File: src/rtl/dvp_camera_tx_pkg.sv
// dvp_pkg: shared types and helpers for the DVP camera source.
//   dvp_state_e  - frame FSM states
//   rgb444_t     - {R,G,B} 4-bit-per-channel pixel
//   pack_hi/lo   - split a pixel into its two DVP bytes
//   bar_colour   - colour of one of the 8 vertical test bars
package dvp_pkg;

    typedef enum logic [2:0] {
        StIdle,
        StVsync,
        StBack,
        StActive,
        StFront
    } dvp_state_e;

    typedef struct packed {
        logic [3:0] r;
        logic [3:0] g;
        logic [3:0] b;
    } rgb444_t;

    // First byte on the wire: {4'h0, R}
    function automatic logic [7:0] pack_hi(input rgb444_t p);
        return {4'h0, p.r};
    endfunction

    // Second byte on the wire: {G, B}
    function automatic logic [7:0] pack_lo(input rgb444_t p);
        return {p.g, p.b};
    endfunction

    // Bar 0 is white, bar 7 is black; bit2/1/0 of (7-idx) select R/G/B.
    function automatic rgb444_t bar_colour(input logic [2:0] idx);
        logic [2:0] m;
        m = 3'd7 - idx;
        return '{r: {4{m[2]}}, g: {4{m[1]}}, b: {4{m[0]}}};
    endfunction

endpackage

File: src/rtl/dvp_camera_tx_if.sv
// dvp_camera_tx_if: DVP sensor-side bus (vsync, href, p_data).
//   master - the camera source driving the bus
//   slave  - the capture block sampling the bus
interface dvp_camera_tx_if;
    logic       vsync;
    logic       href;
    logic [7:0] p_data;

    modport master (output vsync, output href, output p_data);
    modport slave  (input vsync, input href, input p_data);
endinterface

File: src/rtl/dvp_camera_tx_timing_gen.sv
// dvp_timing_gen: frame FSM plus h/v counters for the DVP source.
// Ports:
//   p_clock, reset     - byte clock, synchronous active-high reset
//   enable             - start/continue frames (sampled in IDLE and last FRONT cycle)
//   vsync, href        - registered sync outputs for the current cycle
//   frame_start/done   - registered one-cycle frame pulses
//   busy               - registered, high from frame_start through frame_done
//   byte0_next/byte1_next/frame_start_next
//                      - what the next cycle will be, so the top can register
//                        its byte/address pipeline in step with the sync outputs
import dvp_pkg::*;

module dvp_timing_gen #(
    parameter int unsigned H_ACTIVE    = 640,
    parameter int unsigned V_ACTIVE    = 480,
    parameter int unsigned H_BLANK     = 144,
    parameter int unsigned VSYNC_LINES = 3,
    parameter int unsigned V_BACK      = 17,
    parameter int unsigned V_FRONT     = 10
) (
    input  logic p_clock,
    input  logic reset,
    input  logic enable,
    output logic vsync,
    output logic href,
    output logic frame_start,
    output logic frame_done,
    output logic busy,
    output logic byte0_next,
    output logic byte1_next,
    output logic frame_start_next
);

    localparam int unsigned LINE_T = 2 * H_ACTIVE + H_BLANK;
    localparam int unsigned VMAX01 = (VSYNC_LINES > V_BACK) ? VSYNC_LINES : V_BACK;
    localparam int unsigned VMAX23 = (V_ACTIVE > V_FRONT) ? V_ACTIVE : V_FRONT;
    localparam int unsigned VMAX   = (VMAX01 > VMAX23) ? VMAX01 : VMAX23;
    localparam int unsigned HW     = $clog2(LINE_T + 1);
    localparam int unsigned VW     = $clog2(VMAX + 1);

    dvp_state_e    state_q, state_d;
    logic [HW-1:0] h_q, h_d;
    logic [VW-1:0] v_q, v_d;
    logic          href_d, frame_done_d;

    function automatic logic [VW-1:0] last_line(input dvp_state_e s);
        case (s)
            StVsync:  return VW'(VSYNC_LINES - 1);
            StBack:   return VW'(V_BACK - 1);
            StActive: return VW'(V_ACTIVE - 1);
            StFront:  return VW'(V_FRONT - 1);
            default:  return '0;
        endcase
    endfunction

    always_comb begin
        state_d = state_q;
        h_d     = h_q;
        v_d     = v_q;
        if (state_q == StIdle) begin
            h_d = '0;
            v_d = '0;
            if (enable) state_d = StVsync;
        end else if (h_q == HW'(LINE_T - 1)) begin
            h_d = '0;
            if (v_q == last_line(state_q)) begin
                v_d = '0;
                case (state_q)
                    StVsync:  state_d = StBack;
                    StBack:   state_d = StActive;
                    StActive: state_d = StFront;
                    default:  state_d = enable ? StVsync : StIdle;
                endcase
            end else begin
                v_d = v_q + VW'(1);
            end
        end else begin
            h_d = h_q + HW'(1);
        end

        // Outputs are decoded from the next position and registered alongside it.
        href_d           = (state_d == StActive) && (h_d < HW'(2 * H_ACTIVE));
        byte0_next       = href_d && !h_d[0];
        byte1_next       = href_d && h_d[0];
        frame_start_next = (state_d == StVsync) && (h_d == '0) && (v_d == '0);
        frame_done_d     = (state_d == StFront) && (h_d == HW'(LINE_T - 1)) &&
                           (v_d == VW'(V_FRONT - 1));
    end

    always_ff @(posedge p_clock) begin
        if (reset) begin
            state_q     <= StIdle;
            h_q         <= '0;
            v_q         <= '0;
            vsync       <= 1'b0;
            href        <= 1'b0;
            frame_start <= 1'b0;
            frame_done  <= 1'b0;
            busy        <= 1'b0;
        end else begin
            state_q     <= state_d;
            h_q         <= h_d;
            v_q         <= v_d;
            vsync       <= (state_d == StVsync);
            href        <= href_d;
            frame_start <= frame_start_next;
            frame_done  <= frame_done_d;
            busy        <= (state_d != StIdle);
        end
    end

endmodule

File: src/rtl/dvp_camera_tx.sv
// dvp_camera_tx: OV7670-style DVP camera source reading RGB444 from a frame buffer.
// Ports:
//   p_clock, reset   - byte clock, synchronous active-high reset
//   enable           - run frames continuously while high
//   mem_addr         - frame-buffer read address (synchronous BRAM, 1-cycle latency)
//   mem_rdata        - {R,G,B} for the previous cycle's mem_addr
//   dvp              - vsync/href/p_data bus (master)
//   frame_start/done - one-cycle frame pulses; busy spans them
//   pattern_sel      - only with DVP_TX_TEST_PATTERN_EN: 8 vertical colour bars
//                      instead of mem_rdata, sampled at frame_start
// Optional feature macro: DVP_TX_TEST_PATTERN_EN
import dvp_pkg::*;

module dvp_camera_tx #(
    parameter int unsigned H_ACTIVE    = 640,
    parameter int unsigned V_ACTIVE    = 480,
    parameter int unsigned H_BLANK     = 144,
    parameter int unsigned VSYNC_LINES = 3,
    parameter int unsigned V_BACK      = 17,
    parameter int unsigned V_FRONT     = 10,
    parameter int unsigned AW          = 19
) (
    input  logic          p_clock,
    input  logic          reset,
    input  logic          enable,
`ifdef DVP_TX_TEST_PATTERN_EN
    input  logic          pattern_sel,
`endif
    output logic [AW-1:0] mem_addr,
    input  logic [11:0]   mem_rdata,
    dvp_camera_tx_if.master dvp,
    output logic          frame_start,
    output logic          frame_done,
    output logic          busy
);

    localparam int unsigned NPIX = H_ACTIVE * V_ACTIVE;

    logic    vsync_w, href_w;
    logic    byte0_next, byte1_next, frame_start_next;
    rgb444_t pix_q, src_pix;
    logic [7:0] p_data_q;

    dvp_timing_gen #(
        .H_ACTIVE    (H_ACTIVE),
        .V_ACTIVE    (V_ACTIVE),
        .H_BLANK     (H_BLANK),
        .VSYNC_LINES (VSYNC_LINES),
        .V_BACK      (V_BACK),
        .V_FRONT     (V_FRONT)
    ) u_timing (
        .p_clock          (p_clock),
        .reset            (reset),
        .enable           (enable),
        .vsync            (vsync_w),
        .href             (href_w),
        .frame_start      (frame_start),
        .frame_done       (frame_done),
        .busy             (busy),
        .byte0_next       (byte0_next),
        .byte1_next       (byte1_next),
        .frame_start_next (frame_start_next)
    );

    assign dvp.vsync  = vsync_w;
    assign dvp.href   = href_w;
    assign dvp.p_data = p_data_q;

`ifdef DVP_TX_TEST_PATTERN_EN
    localparam int unsigned XW = $clog2(H_ACTIVE + 1);

    logic          pat_q;
    logic [XW-1:0] pix_x_q;
    logic [2:0]    bar_idx;

    always_comb begin
        bar_idx = 3'((int'(pix_x_q) * 8) / int'(H_ACTIVE));
        src_pix = pat_q ? bar_colour(bar_idx) : rgb444_t'(mem_rdata);
    end

    // Column of the pixel about to be emitted; advances on each byte0.
    always_ff @(posedge p_clock) begin
        if (reset) begin
            pat_q   <= 1'b0;
            pix_x_q <= '0;
        end else if (frame_start_next) begin
            pat_q   <= pattern_sel;
            pix_x_q <= '0;
        end else if (byte0_next) begin
            pix_x_q <= (pix_x_q == XW'(H_ACTIVE - 1)) ? '0 : pix_x_q + XW'(1);
        end
    end
`else
    always_comb begin
        src_pix = rgb444_t'(mem_rdata);
    end
`endif

    // On the byte0 edge mem_rdata holds pixel n; latch it for byte1 and
    // step the address so pixel n+1 is ready by the next byte0.
    always_ff @(posedge p_clock) begin
        if (reset) begin
            mem_addr <= '0;
            pix_q    <= '0;
            p_data_q <= '0;
        end else begin
            if (frame_start_next) begin
                mem_addr <= '0;
            end else if (byte0_next) begin
                mem_addr <= (mem_addr == AW'(NPIX - 1)) ? '0 : mem_addr + AW'(1);
            end

            if (byte0_next) begin
                pix_q    <= src_pix;
                p_data_q <= pack_hi(src_pix);
            end else if (byte1_next) begin
                p_data_q <= pack_lo(pix_q);
            end else begin
                p_data_q <= 8'h00;
            end
        end
    end

endmodule
File: src/flat_wrapper.sv
// flat-port wrapper written by rule: the top's interface ports become plain ports
module dvp_camera_tx_flat 
#(
    parameter int unsigned H_ACTIVE    = 640,
    parameter int unsigned V_ACTIVE    = 480,
    parameter int unsigned H_BLANK     = 144,
    parameter int unsigned VSYNC_LINES = 3,
    parameter int unsigned V_BACK      = 17,
    parameter int unsigned V_FRONT     = 10,
    parameter int unsigned AW          = 19
)
  (p_clock, reset, enable, mem_addr, mem_rdata, frame_start, frame_done, busy, dvp_vsync, dvp_href, dvp_p_data);
  dvp_camera_tx_if dvp_i ();
  input  logic p_clock;
  input  logic reset;
  input  logic enable;
  output logic [AW-1:0] mem_addr;
  input  logic [11:0] mem_rdata;
  output logic frame_start;
  output logic frame_done;
  output logic busy;
  output wire logic [$bits(dvp_i.vsync)-1:0] dvp_vsync;
  output wire logic [$bits(dvp_i.href)-1:0] dvp_href;
  output wire logic [$bits(dvp_i.p_data)-1:0] dvp_p_data;
  assign dvp_vsync = dvp_i.vsync;
  assign dvp_href = dvp_i.href;
  assign dvp_p_data = dvp_i.p_data;
  dvp_camera_tx #(.H_ACTIVE(H_ACTIVE), .V_ACTIVE(V_ACTIVE), .H_BLANK(H_BLANK), .VSYNC_LINES(VSYNC_LINES), .V_BACK(V_BACK), .V_FRONT(V_FRONT), .AW(AW)) u_core (.p_clock(p_clock), .reset(reset), .enable(enable), .mem_addr(mem_addr), .mem_rdata(mem_rdata), .dvp(dvp_i), .frame_start(frame_start), .frame_done(frame_done), .busy(busy));
endmodule
File: config.mk
export PLATFORM = sky130hd
export DESIGN_NAME = dvp_camera_tx_flat
export DESIGN_NICKNAME = d
export VERILOG_FILES = /design/src/rtl/dvp_camera_tx_pkg.sv /design/src/rtl/dvp_camera_tx_if.sv /design/src/rtl/dvp_camera_tx_timing_gen.sv /design/src/rtl/dvp_camera_tx.sv /design/src/flat_wrapper.sv
export SDC_FILE = /design/constraint.sdc
export NUM_CORES = 1
export LEC_CHECK = 0
export BUFFER_PORTS_ARGS = -buffer_cell sky130_fd_sc_hd__clkbuf_2
export CORE_ASPECT_RATIO = 0.5
export CORE_MARGIN = 2
export CORE_UTILIZATION = 57
export CTS_BUF_LIST = sky130_fd_sc_hd__clkbuf_8
export CTS_CLUSTER_SIZE = 12
export DETAILED_ROUTE_END_ITERATION = 8
export MAX_ROUTING_LAYER = met4
export PLACE_DENSITY = 0.87
export REMOVE_ABC_BUFFERS = 1
export SKIP_LAST_GASP = 1
export SLEW_MARGIN = 25
export SYNTH_ARGS = -nofsm -noshare
export SYNTH_HDL_FRONTEND = slang
export SYNTH_SLANG_ARGS = --single-unit
File: constraint.sdc
create_clock -name p_clock -period 3 [get_ports p_clock]
set_clock_uncertainty 0.1 [all_clocks]
set_input_delay 0.3 -clock p_clock [delete_from_list [all_inputs] [get_ports p_clock]]
set_output_delay 0.3 -clock p_clock [all_outputs]
set_load 0.02 [all_outputs]
**Word-level counts from Yosys, hierarchy flattened**

Cells that the tools add are included.
Widths: inputs -> output; s select.

- Mux-type cells: 17
- $lt $le $gt $ge: 1
- Bitwise logic cells: 1
- Eq/ne operators: 12
- Reductions and logical operators: 14
- $add $sub $neg: 3

Operators with widths:

| cell | count |
|---|---|
| $mux 9 | 5 |
| $pmux 9 s4 | 1 |
| $eq 11x11->1 const B | 2 |
| $mux 11 | 2 |
| $add 19x1->19 const B | 1 |
| $eq 19x19->1 const B | 1 |
| $mux 19 | 1 |
| $mux 3 | 4 |
| $add 11x1->11 const B | 1 |
| $logic_not 11->1 | 1 |
| $lt 11x11->1 const B | 1 |
| $add 9x1->9 const B | 1 |
| $eq 3x2->1 const B | 3 |
| $eq 9x4->1 const B | 1 |
| $eq 9x9->1 | 1 |
| $logic_not 9->1 | 1 |
| $pmux 3 s3 | 1 |
| $mux 4 | 2 |
| $logic_and 1x1->1 | 7 |
| $eq 3x1->1 const B | 2 |
| $eq 3x3->1 const B | 2 |
| $logic_not 3->1 | 1 |
| $reduce_bool 3->1 | 1 |
| $reduce_or 3->1 | 1 |
| other kinds (4) | 4 |

- Logic and storage cells: 61
- Output and inout port bits: 32
- Register bits: 63

**Depth between registers and ports, before layout**

- Word-level depth: 13
- Depth in mapped cells: 12

**Modules after synthesis**

From an unflattened synthesis, not the netlist that was laid out.

- Cells, all modules: 382
- Area, all modules: 3215.6 µm²

Modules (own cells, without submodules):

| module | cells each | times used | area each (µm²) | sequential area each (µm²) |
|---|---|---|---|---|
| dvp_timing_gen | 219 | 1 | 1780.5 | 560.5 |
| dvp_camera_tx | 163 | 1 | 1435.1 | 700.7 |

**Worst setup path after synthesis**

No wires, ideal clock.

- Path kind: flip-flop to flip-flop
- From: reg u_core.u_timing.h_q[0]
- To: reg u_core.mem_addr[12]
- Setup slack: 0.239 ns
- Data required time: 2.785 ns
- Arrival: 2.547 ns
- Stages on the path, launching flop included: 12
- Period minus slack after synthesis: 2.761 ns
- Library setup time: 0.115 ns
- Path through: dfxtp_1 -> ha_1 -> clkbuf_2 -> nand3_1 -> nor3_4 -> and4_1 -> o221a_2 -> a21oi_1 -> or3_4 -> o21ai_4 -> buf_12 -> nor2_2

- Word-level cells in the longest chain between the ends: 7
- Elaborated cells on any way between the ends: 19
- Classes of those cells: add/sub (1); order compare (1); eq/ne (3); mux (6); reduce/logical (8)

RTL lines:

| item | RTL line | RTL |
|---|---|---|
| start, declared | dvp_camera_tx_timing_gen.sv:42 | `logic [HW-1:0] h_q, h_d;` |
| start signal, assigned | dvp_camera_tx_timing_gen.sv:93 | `h_q <= '0;` |
| start signal, assigned | dvp_camera_tx_timing_gen.sv:102 | `h_q <= h_d;` |
| branches (longest 7 deep; another with $add 11x1->11) | - |  |
| end signal, assigned | dvp_camera_tx.sv:110 | `mem_addr <= (mem_addr == AW'(NPIX - 1)) ? '0 : mem_addr + AW'(1);` |
| end, declared | dvp_camera_tx.sv:29 | `output logic [AW-1:0] mem_addr,` |

Several ways; the timed one is not identified.
A chain may end at the register's enable or synchronous reset.

**Worst setup path after layout**

- From: reg u_core.u_timing.v_q[2]
- To: reg u_core.mem_addr[3]

- Word-level cells in the longest chain between the ends: 8
- Elaborated cells on any way between the ends: 16
- Classes of those cells: add/sub (1); eq/ne (3); mux (6); reduce/logical (6)

RTL lines:

| item | RTL line | RTL |
|---|---|---|
| start, declared | dvp_camera_tx_timing_gen.sv:43 | `logic [VW-1:0] v_q, v_d;` |
| start signal, assigned | dvp_camera_tx_timing_gen.sv:103 | `v_q <= v_d;` |
| branches (longest 8 deep; another with $add 9x1->9) | - |  |

Several ways; the timed one is not identified.

==> summary.md <==
| Metric | Value |
|---|---|
| GP Congestion | `0.904` |
| Final instance area | `3800 um2` |
| Commonest non-fill, non-tap cell in the layout | `dfxtp_1` |
| Synthesized area | `3310 um2` |
| Synth Warn # | `0` |
| VDD IR max | `0.294 mV` |
| # diodes | `0` |
| Worst EP required | `3.14 ns` |
| PD cells | `433 nW/um2` |
| 1st-iter DRT viols | `254` |
| Crit end category | `flip-flop` |
| Fmax | `0.347 GHz` |
| CP top delay family | `compound AO/OA/AOI/OAI gates` |
| Sequential share of the synthesized area | `38.1%` |
| Yosys cell types | `58` |
| CP startpoint kind | `flip-flop` |
| Vias/cell | `5.91` |
| Worst hold path depth | `3` |
| Syn-to-layout area delta | `14.9%` |
| Post-DP HPWL | `5260 um` |
| Die height | `57.9 um` |
| Total core area | `5540 um2` |
| Port-buffer cells | `46` |
| Post-synth ARST share | `0%` |
| ANT nets after route | `0` |
| Ports | `47` |
| CTS tree | `yes` |
| Synthesized area per cell | `8.64 um2` |
| Crit path kind | `flip-flop to flip-flop` |
| CP max-delay cell | `or3_4` |
| Synth Area in Adders | `1.13%` |
| TritonCTS buffer count | `9` |
| Area of the multi-input gates | `1890 um2` |
| R2R Path End | `u_core.mem_addr[3]$_SDFFE_PP0P_` |
| Post-synthesis xor/xnor area fraction | `9.53%` |
| Critical-path cell list | `nor4_1 -> mux2i_1 -> a211o_1 -> o211ai_1 -> a21oi_1 -> or3_4 -> o21ai_4 -> buf_12 -> nor2_1` |
| Most frequent cells in the layout | `63 x dfxtp_1, 50 x nor2_1, 46 x clkbuf_2` |
| Worst reg-to-reg setup slack | `0.12 ns` |
| Setup TNS Final | `0 ns` |
| Minimum clock period | `2.88 ns` |
| Cell Rows | `19` |
| CP max FO | `19` |
| Starting Density | `59.7%` |
| DP Area | `3600 um2` |
| DIE AREA | `6470 um2` |
| Status | `complete, no violations` |
| Final Setup Violations | `0` |
| Total global-route track usage | `25.0%` |
| Max cap viols | `0` |
| WP buf/inv | `1` |
| LEAKAGE | `1.45 nW` |
| Simple-gate share of the synthesized area | `31.1%` |
| Post-Syn Instances | `383` |
| WP data arrival | `3.03 ns` |
| Hold endpoint | `u_core.pix_q[6]$_SDFFE_PP0P_` |
| Initial antenna violation count | `0` |
| DRC Markers | `0` |
| Largest family of logic cells by synthesized area | `simple AND/OR/NAND/NOR gates` |
| CP max stage delay | `0.46 ns` |
| Final net count | `446` |
| Worst-Margin Slew | `0.754 ns` |
| Max Root-Sink Buffers | `2` |
| Fraction of layout cells with a size suffix above 1 | `23.8%` |
| Post-synthesis mux area share | `4.54%` |
| Worst Reg-to-Reg Cells | `9` |
| Final Hold Viols | `0` |
| Worst-path clk slew | `0.07 ns` |
| Final slew viol count | `0` |
| Fill cells | `418` |
| EDFF count, synth | `0` |
| GRT Residual Overflow | `0` |
| Seq. cell area | `1260 um2` |
| Die extent in x | `112 um` |
| Rel. slew slack | `49.4%` |
| Final period util | `96.1%` |
| Hold Crit Class | `primary input to flip-flop` |
| Worst r2r src | `u_core.u_timing.v_q[2]$_SDFF_PP0_` |
| Largest net degree at the start of global routing | `20` |
| Root Buffer | `clkbuf_8` |
| Dominant synthesized flop cell | `dfxtp_1` |
| Drt pass-1 iters | `5` |
| First-pass GRT wire length | `12500 um` |
| Post-Route WL | `7470 um` |
| Worst-Skew Late Latency | `0.35 ns` |
| Avg WL per Cell | `14.8 um` |
| H-tree level count | `3` |
| Complex-gate fraction of the synthesized area | `10.5%` |
| Vias in the first global route | `2617` |
| Vias | `2992` |
| Hold_sp | `mem_rdata[6]` |
| FF+latch count, synth | `63` |
| RSZ-0062 raised after global routing | `no` |
| Clk sinks | `63` |
==> synthesized netlist by cell type (4+ instances only) <==
cell      instances  area, um2
dfxtp_1          63       1260
nor2_1           51        191
nand2_1          24       90.1
xor2_1           24        210
nand3_1          21        105
nor3_1           16       80.1
mux2i_1          15        150
and3_1           14       87.6
nand4_1          14       87.6
clkbuf_1         12       45.0
xnor2_1          12        105
a21oi_1          11       55.1
nor2_2           10       62.6
o21ai_0           8       40.0
and2_1            7       43.8
buf_2             6       30.0
inv_1             6       22.5
a31oi_1           4       25.0
nor4_1            4       25.0
nor4b_1           4       35.0
==> worst max path at each step <==
stage	startpoint	end	slack [ns]	depth (start not counted)
after floorplan	u_core.u_timing.h_q[0]$_SDFF_PP0_	u_core.mem_addr[0]$_SDFFE_PP0P_	-0.32	9
after global placement	u_core.u_timing.h_q[1]$_SDFF_PP0_	u_core.mem_addr[0]$_SDFFE_PP0P_	0.22	11
after detailed placement	u_core.u_timing.h_q[1]$_SDFF_PP0_	u_core.mem_addr[10]$_SDFFE_PP0P_	0.15	10
after CTS	u_core.u_timing.h_q[1]$_SDFF_PP0_	u_core.mem_addr[10]$_SDFFE_PP0P_	0.11	10
after global routing	u_core.u_timing.h_q[1]$_SDFF_PP0_	u_core.mem_addr[3]$_SDFFE_PP0P_	0.02	11
final	u_core.u_timing.v_q[2]$_SDFF_PP0_	u_core.mem_addr[3]$_SDFFE_PP0P_	0.12	9
==> report_power, final <==
part	switching [mW]	total (mW)	internal, mW
combinational	0.0577	0.0918	0.0341
sequential	0.00316	0.844	0.841
clock	0.333	0.710	0.377
total	0.394	1.65	1.25
==> kinds of logic (layout without fill, tap and decap cells) <==
family,Yosys count,in the layout
and+or+nand+nor,189,189
buffers and inverters,31,81
muxes,15,15
adders and majority gates,3,3
xor gates and xnor gates,36,36
AOI/OAI and AO/OA,46,46
DFF,63,63
==> metrics by stage <==
step / hold slack, ns / utilization [%] / power (mW) / worst slack (ns) / instances
CTS: 0.0819 / 68.4 / 1.65 / 0.106 / 506
global route: 0.0908 / 68.6 / 1.70 / 0.0165 / 506
finish: 0.0875 / 68.6 / 1.65 / 0.116 / 506
detailed placement: 0.371 / 65.0 / 0.952 / 0.146 / 490
global placement: 0.366 / 64.9 / 0.950 / 0.224 / 490
floorplan: 0.272 / - / 0.914 / -0.317 / 358
==> layer usage <==
| metal | vias up | track usage (%) | part of all wire (%) |
|---|---|---|---|
| li1 | 1453 | - | - |
| met3 | 14 | 8.16 | 6.4 |
| met2 | 107 | 38.4 | 46 |
| met5 | - | - | 0 |
| met4 | 0 | 7.58 | 1.9 |
| met1 | 1418 | 32.1 | 46 |
==> sequential cells by signal, summed over array words and instances, names as in the netlist, 3 cells and up <==
name                     flops
u_core.pix_q                 8
u_core.u_timing.h_q         11
u_core.u_timing.v_q          9
u_core.dvp.p_data            8
u_core.mem_addr             19
u_core.u_timing.state_q      3
==> area by class of cell <==
cell class / count / share of cell area [%]
sequential: 63 / 33.2
inverter: 6 / 0.592
timing repair buffer: 59 / 9.05
clock inverter: 7 / 1.71
tap: 73 / 2.40
multi-input combinational: 289 / 49.8
clock buffer: 9 / 3.26
==> worst min-delay path, stage by stage <==
cell	delay (ns)
clkbuf_2	0.07
mux2i_1	0.05
nor2_1	0.07
==> what timing repair did <==
action	in CTS	in global routing
setup endpoints to repair	0	23
setup buffers	0	0
hold buffers	0	0
resized for setup	0	4
No activity file was read; power rests on OpenSTA's default activity.
